===== config.mk =====
export PLATFORM = sky130hd
export DESIGN_NAME = dram_result_uart_dumper
export DESIGN_NICKNAME = d
export VERILOG_FILES = /design/src/rtl/dram_result_uart_dumper.sv
export SDC_FILE = /design/constraint.sdc
export NUM_CORES = 1
export LEC_CHECK = 0
export BUFFER_PORTS_ARGS = -buffer_cell sky130_fd_sc_hd__buf_2
export CORE_MARGIN = 3
export CORE_UTILIZATION = 55
export DETAILED_ROUTE_END_ITERATION = 12
export PLACE_DENSITY = 0.79
export SKIP_CTS_REPAIR_TIMING = 1
export SYNTH_ARGS = -nofsm -noshare
export SYNTH_HDL_FRONTEND = slang
export SYNTH_SLANG_ARGS = --single-unit

===== constraint.sdc =====
create_clock -name clk -period 6.8 [get_ports clk]
set_input_delay 0.34 -clock clk [delete_from_list [all_inputs] [get_ports clk]]
set_output_delay 0.34 -clock clk [all_outputs]
set_load 0.01 [all_outputs]

===== src/rtl/dram_result_uart_dumper.sv =====
`default_nettype none
// ============================================================================
// Module   : dram_result_uart_dumper
// Purpose  : Snapshots NUM_CH DRAM read results and streams them as a framed
//            byte sequence (header, payload+separator per channel, optional
//            XOR checksum) through a uart_send-style busy handshake.
// Revision : 1.0 - initial release
// ============================================================================
module dram_result_uart_dumper #(
    parameter int         NUM_CH   = 16,
    parameter int         DATA_W   = 8,
    parameter logic [7:0] SEP_BYTE = 8'h0A,
    parameter logic [7:0] HDR_BYTE = 8'hA5,
    parameter int         CHK_EN   = 1,
    parameter int         ACK_TO   = 4
) (
    input  logic                     clk,
    input  logic                     rst,
    input  logic                     start,
    input  logic                     hex_mode,
    input  logic [NUM_CH*DATA_W-1:0] ch_data,
    input  logic                     uart_busy,
    output logic                     uart_en,
    output logic [7:0]               uart_din,
    output logic                     busy,
    output logic                     done,
    output logic                     overrun
);

    localparam int c_NB = (DATA_W + 7) / 8;
    localparam int c_NH = (DATA_W + 3) / 4;
    localparam int c_XW = c_NB * 8;
    localparam int c_CW = (NUM_CH > 1) ? $clog2(NUM_CH) : 1;
    localparam int c_BW = $clog2(c_NH + 1);
    localparam int c_TW = $clog2(ACK_TO + 1);

    localparam logic [c_CW-1:0] c_LAST_CH = c_CW'(NUM_CH - 1);
    localparam logic [c_BW-1:0] c_LAST_NB = c_BW'(c_NB - 1);
    localparam logic [c_BW-1:0] c_LAST_NH = c_BW'(c_NH - 1);
    localparam logic [c_TW-1:0] c_LAST_TO = c_TW'(ACK_TO - 1);

    localparam logic [1:0] c_IDLE    = 2'd0;
    localparam logic [1:0] c_EMIT    = 2'd1;
    localparam logic [1:0] c_WAIT_HI = 2'd2;
    localparam logic [1:0] c_WAIT_LO = 2'd3;

    localparam logic [1:0] c_PH_HDR = 2'd0;
    localparam logic [1:0] c_PH_PAY = 2'd1;
    localparam logic [1:0] c_PH_SEP = 2'd2;
    localparam logic [1:0] c_PH_CHK = 2'd3;

    logic [1:0]               r_state;
    logic [1:0]               w_next;
    logic [1:0]               r_phase;
    logic [c_CW-1:0]          r_ch;
    logic [c_BW-1:0]          r_bi;
    logic [c_TW-1:0]          r_to;
    logic [NUM_CH*DATA_W-1:0] r_snap;
    logic                     r_hex;
    logic [7:0]               r_chk;
    logic [7:0]               r_hold;
    logic                     r_done;
    logic                     r_ovr;

    logic [DATA_W-1:0]        w_val;
    logic [c_XW-1:0]          w_ext;
    logic [7:0]               w_bin;
    logic [3:0]               w_nib;
    logic [7:0]               w_asc;
    logic [7:0]               w_byte;
    logic                     w_last;
    logic                     w_pay_end;
    logic                     w_adv;

    // Current frame byte, derived from the phase/channel/byte-index pointer.
    always_comb begin
        w_val = r_snap[r_ch*DATA_W +: DATA_W];
        w_ext = '0;
        w_ext[DATA_W-1:0] = w_val;
        w_bin = 8'h00;
        for (int i = 0; i < c_NB; i++) begin
            if (r_bi == c_BW'(i)) w_bin = w_ext[(c_NB-1-i)*8 +: 8];
        end
        w_nib = 4'h0;
        for (int i = 0; i < c_NH; i++) begin
            if (r_bi == c_BW'(i)) w_nib = w_ext[(c_NH-1-i)*4 +: 4];
        end
        w_asc = (w_nib < 4'd10) ? (8'h30 + {4'h0, w_nib}) : (8'h37 + {4'h0, w_nib});
        case (r_phase)
            c_PH_HDR: w_byte = HDR_BYTE;
            c_PH_PAY: w_byte = r_hex ? w_asc : w_bin;
            c_PH_SEP: w_byte = SEP_BYTE;
            default:  w_byte = r_chk;
        endcase
    end

    assign w_last    = (r_phase == c_PH_CHK) ||
                       ((r_phase == c_PH_SEP) && (r_ch == c_LAST_CH) && (CHK_EN == 0));
    assign w_pay_end = (r_bi == (r_hex ? c_LAST_NH : c_LAST_NB));
    // An unanswered strobe counts as consumed once the ack window closes.
    assign w_adv     = ((r_state == c_WAIT_HI) && !uart_busy && (r_to == c_LAST_TO)) ||
                       ((r_state == c_WAIT_LO) && !uart_busy);

    always_ff @(posedge clk or posedge rst) begin
        if (rst) r_state <= c_IDLE;
        else     r_state <= w_next;
    end

    always_comb begin
        w_next = r_state;
        case (r_state)
            c_IDLE:    if (start) w_next = c_EMIT;
            c_EMIT:    w_next = c_WAIT_HI;
            c_WAIT_HI: begin
                if (uart_busy)  w_next = c_WAIT_LO;
                else if (w_adv) w_next = w_last ? c_IDLE : c_EMIT;
            end
            c_WAIT_LO: if (w_adv) w_next = w_last ? c_IDLE : c_EMIT;
            default:   w_next = c_IDLE;
        endcase
    end

    always_comb begin
        uart_en  = 1'b0;
        uart_din = r_hold;
        busy     = (r_state != c_IDLE);
        done     = r_done;
        overrun  = r_ovr;
        if (r_state == c_EMIT) begin
            uart_en  = 1'b1;
            uart_din = w_byte;
        end
    end

    always_ff @(posedge clk or posedge rst) begin
        if (rst) begin
            r_phase <= c_PH_HDR;
            r_ch    <= '0;
            r_bi    <= '0;
            r_to    <= '0;
            r_snap  <= '0;
            r_hex   <= 1'b0;
            r_chk   <= 8'h00;
            r_hold  <= 8'h00;
            r_done  <= 1'b0;
            r_ovr   <= 1'b0;
        end else begin
            r_done <= 1'b0;
            if (start && (r_state != c_IDLE)) r_ovr <= 1'b1;
            if (start && (r_state == c_IDLE)) begin
                r_snap  <= ch_data;
                r_hex   <= hex_mode;
                r_ovr   <= 1'b0;
                r_chk   <= 8'h00;
                r_phase <= c_PH_HDR;
                r_ch    <= '0;
                r_bi    <= '0;
            end
            if (r_state == c_EMIT) begin
                r_chk  <= r_chk ^ w_byte;
                r_hold <= w_byte;
                r_to   <= '0;
            end
            if ((r_state == c_WAIT_HI) && !uart_busy) r_to <= r_to + 1'b1;
            if (w_adv) begin
                if (w_last) begin
                    r_done <= 1'b1;
                end else begin
                    case (r_phase)
                        c_PH_HDR: begin
                            r_phase <= c_PH_PAY;
                            r_bi    <= '0;
                        end
                        c_PH_PAY: begin
                            if (w_pay_end) begin
                                r_phase <= c_PH_SEP;
                                r_bi    <= '0;
                            end else begin
                                r_bi <= r_bi + 1'b1;
                            end
                        end
                        c_PH_SEP: begin
                            if (r_ch == c_LAST_CH) begin
                                r_phase <= c_PH_CHK;
                            end else begin
                                r_ch    <= r_ch + 1'b1;
                                r_phase <= c_PH_PAY;
                            end
                        end
                        default: r_phase <= c_PH_CHK;
                    endcase
                end
            end
        end
    end

endmodule
`default_nettype wire


### After elaboration in Yosys (flattened, before gate mapping)

Index checks and enable logic that the tools add are counted.

* register bits after elaboration: 160
* memory bits (read-only): 0
* output and inout bits: 12
* word-level logic and storage cells: 82
* bits in latches: 0
* memories kept: 0
* bits of input ports: 133
* memory bits (writable): 0

* reductions and logical operators: 14
* magnitude comparators: 1
* multiplexer cells: 38
* bitwise operators: 1
* shift operators: 1
* multipliers: 0
* add/sub/neg operators: 5
* eq/ne operators: 11
* div/mod/pow operators: 0

Operators by type and width (count)
* $shiftx A128 B8 Y8: 1
* $mux W8: 5
* $mux W4: 7
* $mux W2: 12
* $pmux W8 S3: 1
* $add A6 B4 Y7 const A: 2
* $eq A2 B2 Y1 const B: 4
* $pmux W2 S4: 1
* $reduce_bool A2 Y1: 4
* $xor A8 B8 Y8: 1
* $mux W1: 7
* $mux W7: 1
* $eq A2 B1 Y1 const B: 3
* $logic_not A2 Y1: 3
* $mux W3: 2
* $pmux W2 S3: 1
* $logic_and A1 B1 Y1: 5
* $add A4 B1 Y4 const B: 1
* $eq A4 B4 Y1 const B: 1
* $lt A4 B4 Y1 const B: 1
* $pmux W2 S2: 1
* $add A3 B1 Y3 const B: 1
* $eq A3 B2 Y1 const B: 1
* $add A2 B1 Y2 const B: 1
* 4 further kinds: 4

### Depth between registers and ports, before layout

Gate-level depths: netlist (run 1).

* depth in word-level cells: 9
* gate-level depth with buffers: 14
* mapped depth without buffers: 14

### Worst setup path before layout (run 1)

No wires, ideal clock.

* kind: register to output
* from: register r_ch[1]
* to: output port uart_din[4]
* arrival: 2756 ps
* required time: 6460 ps
* path slack: 3704 ps
* stages on the path, launching flop included: 15
* buffers on the path: 3
* path through: dfrtp_1 > buf_6 > buf_6 > buf_4 > mux4_2 > a22oi_1 > nand2_1 > o21ai_2 > ha_1 > inv_1 > o311ai_2 > a2111oi_2 > o21bai_2 > o21a_1 > o21ai_1

* cells in the longest elaborated chain, start to end: 8
* elaborated cells on any way between the ends: 11
* those cells by class: 2 x add/sub; 1 x order compare; 1 x shift; 7 x mux

RTL lines
* from (decl): line 55 `logic [c_CW-1:0] r_ch;`
* from (signal assigned): line 186 `r_ch <= r_ch + 1'b1;`
* $shiftx A128 B8 Y8 *: line 77 `w_val = r_snap[r_ch*DATA_W +: DATA_W];`
* $mux W4 (2 in series): line 86 `if (r_bi == c_BW'(i)) w_nib = w_ext[(c_NH-1-i)*4 +: 4];`
* $add A6 B4 Y7 / $lt A4 B4 Y1 (equally long branches): line 88 `w_asc = (w_nib < 4'd10) ? (8'h30 + {4'h0, w_nib}) : (8'h37 + {4'h0, w_nib});`
* $mux W7: line 88
* $mux W8 *: line 91 `c_PH_PAY: w_byte = r_hex ? w_asc : w_bin;`
* $pmux W8 S3 *: line 89 `case (r_phase)`
* $mux W8 *: line 129 `if (r_state == c_EMIT) begin`
* to (decl): line 24 `output logic [7:0] uart_din,`

Mark *: on every way between the ends. The rest lies on a longest branch, timed or not.

### Worst setup path in the final report (run 1)

Same ends and word-level chain as after synthesis.

==> qor.yml, run 1 <==
status: "finished clean"
yosysSeqAreaShare_pct: 51.3
worstReg2RegStart: "r_ch[1]"
r2r_slack_ns: 3.16
dpl.hpwl_um: 13300
setup_viol: 0
antenna_cells: 0
grt_pass1_vias: 6259
layout_commonest_cell: "nand2_1"
yosys_warnings: 0
grt_pass1_wl_um: 31700
die_area_mm2: 0.0157
die_h_um: 125
place_inst: 1129
io_buffers: 144
synth_fp_nets: 994
fin_crit_ns: 4.36
critPathMaxFanout: 38
io_pins: 145
synthCells: 855
vias_per_cell: 5.42
nNetsFinal: 1111
ir_worst_vdd_uv: 233
ys_types: 60
synth-async-reset-ratio_pct: 100
hold_viol: 0
ys_seq_elements: 160
p_per_area_mw_per_mm2: 454
rr_endpoint: "r_chk[4]"
cts.clk_slew.worst_paths_ns: 0.06
syn_to_final_growth_pct: 17.0
antenna_found_initial: 0
drtAntennaViolNets: 0
fin_cells: 1161
fin_worst_skew_ns: 0.00817
drt-initial-drc-count: 539
min_path_type: "in2async"
synth_top_area_cell: "dfrtp_1"
cts_tree: "built"
fillers: 1089
drv_cap: 0
r2r_cells: 12
most-common-layout-cells: "nand2_1, dfrtp_1, buf_2, mux2i_1, mux4_2"
cp.arrival_ns: 4.02
worst-slew-pin-transition_ns: 1.04
cp_data_required_time_ns: 6.46
syn-cell-area_mm2: 0.00781
grt_usage_pct: 25.4
coreArea_mm2: 0.0136
slew_headroom_pct: 30.6
end_kind: "output pin"
p_leak_uw: 0.00471
initial_core_util_pct: 57.6
vias: 6294
synth_top_area_share_pct: 51.3
grt_setup_unrepaired: "false"
cts_max_path_buffers: 2
yosys-top-cells-area: "dfrtp_1, nand2_1, mux4_2, mux2i_1, clkbuf_1"
wl_per_cell_um: 16.3
synth_ff_type: "dfrtp_1"
cts_inserted_buffers: 17
rows: 42
critPathLaunch: "r_ch[1]"
avgSynthCellArea_um2: 9.13
startpoint_type: "register"
drive_gt1_share_pct: 22.8
max_freq_ghz: 0.230
power_uw: 4140
htree_levels: 4
setup.worst_path.class: "reg2out"
dr.pass1.iters: 5
crit_path_end: "uart_din[4]"
finalCritPeriodShare_pct: 64.1
hold_ws_ns: 0.0254
clock_latency_ns: 0.43
slew_violations: 0
finalWirelength_um: 19000
cts_sinks: 160
routabilityCongestion: 0.920
setup_tns_ns: 0
grt.overflow.total: 0
chipWidth_um: 125
synth-edff-count: 0
drc: 0
grt_max_degree: 94
root_buffer: "clkbuf_16"
==> stage by stage <==
stage / area (um2) / setup WS [ns] / utilization (%)
4_1_cts: 9130 / 2.42 / 67.4
3_5_place_dp: 8550 / 2.90 / 63.0
5_1_grt: 9130 / 2.15 / 67.4
3_3_place_gp: 8550 / 3.02 / 63.0
6_report: 9130 / 2.44 / 67.4
2_1_floorplan: 7810 / 2.14 / -
==> cells in the mapped netlist, types with 10 or more instances <==
library cell,instances
clkbuf_1,26
mux4_2,22
dfrtp_1,160
o21ai_0,12
inv_1,12
nand3_1,10
a21oi_1,10
nand2b_1,10
nor2_1,21
mux2i_1,24
nand2_1,428
buf_1,10
==> worst max-delay path, stage by stage, from the launching register on <==
cell and delay, ns:
dfrtp_2 1.05, mux4_2 0.62, o21ba_1 0.20, a22oi_1 0.17, nand2_1 0.12, o21ai_2 0.19
ha_1 0.22, inv_1 0.06, o311ai_2 0.08, a2111oi_2 0.12, o21bai_2 0.23, o21a_1 0.19
o21ai_1 0.16, buf_2 0.16
==> cells by family after synthesis <==
| logic type | Yosys count | synth area share, % |
|---|---|---|
| flip-flops | 160 | 51.3 |
| AND/OR/NAND/NOR | 494 | 25.3 |
| XOR/XNOR | 2 | 0.224 |
| buffers and inverters | 62 | 3.77 |
| adder cells (fa/ha/maj) | 6 | 0.962 |
| AO/OA/AOI/OAI | 79 | 7.98 |
| multiplexers | 52 | 10.5 |
==> sequential cells by signal, summed over array words and instances (netlist names) <==
| register | flops |
|---|---|
| overrun | 1 |
| r_state | 2 |
| r_bi | 2 |
| r_to | 3 |
| r_snap | 128 |
| r_chk | 8 |
| done | 1 |
| r_phase | 2 |
| r_hex | 1 |
| r_ch | 4 |
| r_hold | 8 |
==> worst min-delay path by stage <==
stage / to / start / cells after the start
after detailed placement: r_snap[82] / r_snap[82] / 2
after CTS: r_snap[61] / rst / 2
after global placement: r_snap[113] / r_snap[113] / 2
final: r_snap[61] / rst / 2
after global routing: r_snap[61] / rst / 2
after floorplan: r_snap[14] / r_snap[14] / 2
==> area by class of cell <==
type / count / area, um2 / share of cell area, %
clock buffer: 22 / 484 / 5.30
clock inverter: 10 / 101 / 1.11
inverter: 12 / 50.0 / 0.548
multi-input combinational: 633 / 3520 / 38.5
sequential: 160 / 4010 / 43.9
tap: 176 / 220 / 2.41
timing repair buffer: 148 / 751 / 8.22
==> where the power goes <==
part | internal, uW | switching, uW | leakage [uW]
clock | 546 | 387 | 0.000279
combinational | 652 | 823 | 0.00241
sequential | 1370 | 369 | 0.00202
==> metal layers <==
metal	vias to the layer above	wire length (um)	track usage, %
met2	209	9030	39.4
li1	3043	-	-
met4	0	475	9.69
met1	3002	8300	35.4
met5	-	0	0
met3	40	1150	5.76
No activity file was read; power rests on OpenSTA's default activity.
==> run 2: changes to the inputs <==
Settings changed: CORE_UTILIZATION 55 to 51, PLACE_DENSITY 0.79 to 0.77.
Clock period 6.8 ns to 4 ns, I/O delays scaled along.
==> run 2 against run 1 <==
Compared with the run above:
- the flow now finishes with violations (negative hold slack)
- count of clock-buffer cells in the layout fell by 4
- flip-flop and latch count unchanged
- core utilization is 2.5 points higher
- clock power increased by 82%
- critical path depth is the same
- die area is 7.5% higher
- first-iteration DRC count up 18%
- largest cell class unchanged
- largest power group unchanged
- highest routed layer unchanged
==> qor.yml, run 2 (synthesized netlist as in run 1, its figures left out) <==
cp.arrival_ns: 3.56  # -0.46 ns
power_uw: 7360  # +78%
largest_reg_flops: 128  # unchanged
timing.final.ws_setup_ns: 0.244  # -2.20 ns
startpoint_type: "register"
io_pins: 145  # unchanged
fin_worst_skew_ns: 0.00961  # +0.00144 ns
top_register: "r_snap"
dr.pass1.iters: 5  # unchanged
coreArea_mm2: 0.0148  # +8.8%
cpPeakStageDelay_ns: 0.59  # -0.46 ns
setup.worst_path.class: "reg2out"
drc: 0  # unchanged
violations: "negative hold slack"
fin_crit_ns: 3.76
drv_cap: 0  # unchanged
root_buffer: "clkbuf_16"
grt_pass1_wl_um: 30600  # -3.3%
setup_viol: 0  # unchanged
hold_ws_ns: -0.0161  # -0.0414 ns
cts_max_path_buffers: 2  # unchanged
crit_slowest_cell: "dfrtp_4"
status: "finished with violations"
die_h_um: 130  # +3.7%
wl_per_cell_um: 16.8  # +3.1%
min_path_type: "in2reg"
layout_commonest_cell: "nand2_1"
vias_per_cell: 5.39  # -0.56%
most-common-layout-cells: "nand2_1, dfrtp_1, buf_2, dlygate4sd3_1, mux2i_1"
rows: 44  # +4.8%
htree_levels: 4  # unchanged
io_buffers: 144  # unchanged
ir_worst_vdd_uv: 436  # +88%
p_leak_uw: 0.00522  # +11%
cp_data_required_time_ns: 3.80  # -2.66 ns
worstReg2RegStart: "r_ch[2]"
largestRegisters: "r_snap x128, r_chk x8, r_hold x8"
slew_headroom_pct: 34.6  # +4.0 points
nNetsFinal: 1226  # +10%
syn_to_final_growth_pct: 32.1
grt_pass1_vias: 6113  # -2.3%
grt_usage_pct: 23.6  # -1.8 points
rr_endpoint: "r_chk[4]"
grt.overflow.total: 0  # unchanged
r2r_cells: 12  # unchanged
hold_viol: 12  # +12
finalWirelength_um: 21600  # +14%
critPathMaxFanout: 18  # -53%
drt-initial-drc-count: 635  # +18%
hold_end: "r_snap[54]"
slew_violations: 0  # unchanged
routabilityCongestion: 0.855  # -7.1%
cts_inserted_buffers: 17  # unchanged
worst-slew-pin-transition_ns: 0.982  # -0.0601 ns
grt_max_degree: 161  # +71%
finalCritPeriodShare_pct: 93.9
fin_cells: 1284  # +11%
cts_sinks: 160  # unchanged
vias: 6922  # +10%
dpl.hpwl_um: 13700  # +2.9%
antenna_found_initial: 1  # +1
cp_cell_sequence: "buf_4, mux4_2, o22ai_1, o21ai_1, o31ai_2, ha_1, inv_1, o311ai_2, a2111oi_2, nor2_1, a21oi_1, a22o_1, buf_2"
max_freq_ghz: 0.266
cts.clk_slew.worst_paths_ns: 0.06  # about the same
cts_tree: "built"
chipWidth_um: 130  # +3.7%
r2r_slack_ns: 0.88  # -2.28 ns
drive_gt1_share_pct: 21.9  # -0.98 points
critPathLaunch: "r_ch[2]"
min-delay-start: "ch_data[54]"
whs_path_depth: 3
grt_setup_unrepaired: "false"
end_kind: "output pin"
die_area_mm2: 0.0168  # +7.5%
drtAntennaViolNets: 0  # unchanged
setup_tns_ns: 0  # unchanged
clock_latency_ns: 0.43  # about the same
initial_core_util_pct: 52.9  # -4.7 points
p_per_area_mw_per_mm2: 714  # +57%
dp_slack_ns: 0.526  # -2.37 ns
place_inst: 1145  # +1.4%
[run 2: cell types whose count changed in the layout (fill, tap and decap cells not counted), sizes merged]
| cell | change |
|---|---|
| clkbuf | -4 |
| bufinv | +3 |
| diode | +2 |
| buf | +15 |
| dlygate4sd3 | +100 |
| clkinvlp | -1 |
[run 2: cell type report]
type / count / area, um2
diodes: 2 / 5.00
flip-flops and latches: 160 / 4010
multi-input cells: 633 / 3520
clock inverters: 12 / 185
fillers: 1082 / 4440
repair buffers: 263 / 1880
inverters: 12 / 48.8
clock buffers: 18 / 429
well taps: 184 / 230
[run 2: worst max path at each step]
stage / end / slack, ns / cells after the start
after floorplan: uart_din[4] / 1.04 / 14
after detailed placement: uart_din[4] / 0.53 / 13
final: uart_din[6] / 0.24 / 13
after CTS: uart_din[4] / 0.06 / 13
after global routing: uart_din[6] / 0.002 / 12
after global placement: uart_din[4] / 0.65 / 14
[run 2: critical path, delay by kind of cell (launching register included)]
kind            cells  cell delay (ns)
compound gates      7             1.45
flops               1             0.59
buf+inv             3             0.44
fa+ha+maj           1             0.26
mux                 1             0.24
simple gates        1             0.14
[run 2: metrics by stage]
step	utilization (%)	cell area [um2]	hold WS (ns)
2_1_floorplan	-	7810	0.305
3_3_place_gp	58.5	8630	0.394
3_5_place_dp	58.5	8630	0.393
4_1_cts	62.6	9240	-0.0558
5_1_grt	69.9	10300	0.00260
6_report	69.9	10300	-0.0161
[run 2: power breakdown]
group	switching (uW)	internal [uW]
sequential	589	2330
clock	658	1040
combinational	1510	1230
[run 2: routing by layer]
metal	part of all wire, %	up-vias	global-route usage (%)
met4	2.3	0	7.82
met5	0	-	0
li1	-	3274	-
met1	41	3330	32.1
met3	6.1	47	5.61
met2	50	271	37.7
==> run 3: changes to the inputs <==
Settings changed: CTS_BUF_LIST from default to sky130_fd_sc_hd__clkbuf_16.
==> run 3 against run 2 <==
Compared with the run above:
- non-clock buffer count unchanged
- via count increased by 0.23%
- largest power group unchanged
- flip-flop and latch count is the same
- count of clock-buffer cells in the layout down 1
- the flow still finishes with violations (negative hold slack)
- die area unchanged
- wire length is 0.30% higher
- critical path depth did not move
- critical path type unchanged
- sequential power about the same
- critical endpoint unchanged
- total power barely moved
==> qor.yml, run 3 (synthesized netlist as in run 1, its figures left out) <==
status: "finished with violations"
violations: "negative hold slack"
cts.clk_slew.worst_paths_ns: 0.06  # about the same
cts_sinks: 160  # unchanged
max_freq_ghz: 0.266  # -0.20%
cp_data_required_time_ns: 3.80  # about the same
fin_worst_skew_ns: 0.00925  # -0.000355 ns
coreArea_mm2: 0.0148  # unchanged
worst-slew-pin-transition_ns: 0.979  # -0.00239 ns
finalWirelength_um: 21700  # +0.30%
root_buffer: "clkbuf_16"
grt.overflow.total: 0  # unchanged
wl_per_cell_um: 16.9  # +0.30%
io_pins: 145  # unchanged
vias: 6938  # +0.23%
slew_headroom_pct: 34.7  # +0.16 points
initial_core_util_pct: 52.9  # unchanged
grt_pass1_wl_um: 30600  # unchanged
largestRegisters: "r_snap x128, r_chk x8, r_hold x8"
dpl.hpwl_um: 13700  # unchanged
antenna_found_initial: 1  # unchanged
multi_input_area_mm2: 0.00352  # unchanged
routabilityCongestion: 0.855  # unchanged
rows: 44  # unchanged
htree_levels: 4  # unchanged
nNetsFinal: 1226  # unchanged
io_buffers: 144  # unchanged
ir_worst_vdd_uv: 435  # -0.40%
cts_inserted_buffers: 17  # unchanged
setup_viol: 0  # unchanged
cpPeakStageDelay_ns: 0.60  # about the same
cp.arrival_ns: 3.56  # about the same
cts_tree: "built"
cp_cell_sequence: "buf_4, mux4_2, o22ai_1, o21ai_1, o31ai_2, ha_1, inv_1, o311ai_2, a2111oi_2, nor2_1, a21oi_1, a22o_1, buf_2"
setup.worst_path.class: "reg2out"
drt-initial-drc-count: 640  # +0.79%
grt_pass1_vias: 6117  # +0.065%
min_path_type: "in2reg"
layout_commonest_cell: "nand2_1"
p_leak_uw: 0.00522  # about the same
slew_violations: 0  # unchanged
crit_family: "compound AO/OA/AOI/OAI gates"
drv_cap: 0  # unchanged
die_h_um: 130  # unchanged
die_area_mm2: 0.0168  # unchanged
p_per_area_mw_per_mm2: 715  # about the same
grt_max_degree: 161  # unchanged
grt_usage_pct: 23.6  # unchanged
drtAntennaViolNets: 0  # unchanged
hold_ws_ns: -0.0145  # +0.00156 ns
grt_setup_unrepaired: "false"
cp.buffers_inverters: 3  # unchanged
top_register: "r_snap"
drive_gt1_share_pct: 21.9  # unchanged
largest_reg_flops: 128  # unchanged
crit_slowest_cell: "dfrtp_4"
most-common-layout-cells: "nand2_1, dfrtp_1, buf_2, dlygate4sd3_1, mux2i_1"
clock_latency_ns: 0.43  # about the same
setup_tns_ns: 0  # unchanged
startpoint_type: "register"
syn_to_final_growth_pct: 32.1  # unchanged
cts_max_path_buffers: 2  # unchanged
finalCritPeriodShare_pct: 94.1  # +0.19 points
chipWidth_um: 130  # unchanged
regArea_mm2: 0.00401  # unchanged
end_kind: "output pin"
fin_crit_ns: 3.76  # +0.00765 ns
vias_per_cell: 5.40  # +0.23%
critPathMaxFanout: 18  # unchanged
hold_viol: 9  # -3
dr.pass1.iters: 5  # unchanged
fillers: 1082  # unchanged
drc: 0  # unchanged
[run 3: cell count changes in the layout (fill, tap and decap cells not counted), sizes merged]
cell,before,now
clkbuf,18,17
inv,14,15
[run 3: worst register-to-register path, cell delays in order, from the launching register on]
cell and delay (ns):
dfrtp_4 0.60, buf_4 0.23, nor2b_1 0.21, a21oi_1 0.10
and4_1 0.27, o31ai_2 0.39, ha_1 0.26, inv_1 0.07
o311ai_2 0.09, a2111oi_2 0.12, o21bai_2 0.23, or4_1 0.40
o21ai_1 0.08
[run 3: path summary, 6_finish.rpt]
| kind | cells after the start | end | slack (ns) | from |
|---|---|---|---|---|
| setup reg to reg | 12 | r_chk[4] | 0.87 | r_ch[2] |
| min in group asynchronous | 3 | r_snap[55] | 0.03 | rst |
| hold / removal | 3 | r_snap[58] | -0.01 | ch_data[58] |
| hold reg to reg | 2 | r_hold[2] | 0.47 | r_hold[2] |
| setup / recovery | 13 | uart_din[6] | 0.24 | r_ch[2] |
| max in group asynchronous | 3 | r_ch[2] | 3.32 | rst |
[run 3: stage by stage]
| step | setup WS [ns] | instances | power [uW] | utilization (%) | area (um2) |
|---|---|---|---|---|---|
| floorplan | 1.04 | 855 | 4740 | - | 7810 |
| global placement | 0.652 | 1145 | 5410 | 58.5 | 8630 |
| detailed placement | 0.526 | 1145 | 5490 | 58.5 | 8630 |
| CTS | 0.0618 | 1175 | 7220 | 62.6 | 9240 |
| global route | 0.00153 | 1283 | 7860 | 69.9 | 10300 |
| finish | 0.236 | 1284 | 7370 | 69.9 | 10300 |
[run 3: final cells by class]
| type | instances | share of cell area [%] |
|---|---|---|
| sequential | 160 | 38.9 |
| multi-input combinational | 633 | 34.2 |
| timing repair buffer | 263 | 18.2 |
| clock buffer | 17 | 4.13 |
| tap | 184 | 2.23 |
| clock inverter | 13 | 1.83 |
| inverter | 12 | 0.473 |
| antenna | 2 | 0.0485 |
[run 3: power by group]
group	switching, uW	total [uW]	leakage [uW]	internal, uW
Combinational	1520	2750	0.00291	1230
Clock	658	1700	0.000301	1040
Sequential	591	2920	0.00201	2330
[run 3: metal layers]
metal | up-vias | track usage (%) | routed length (um)
met2 | 272 | 37.8 | 10900
met4 | 0 | 7.82 | 541
li1 | 3268 | - | -
met3 | 53 | 5.61 | 1340
met1 | 3345 | 32.0 | 8920
met5 | - | 0 | 0
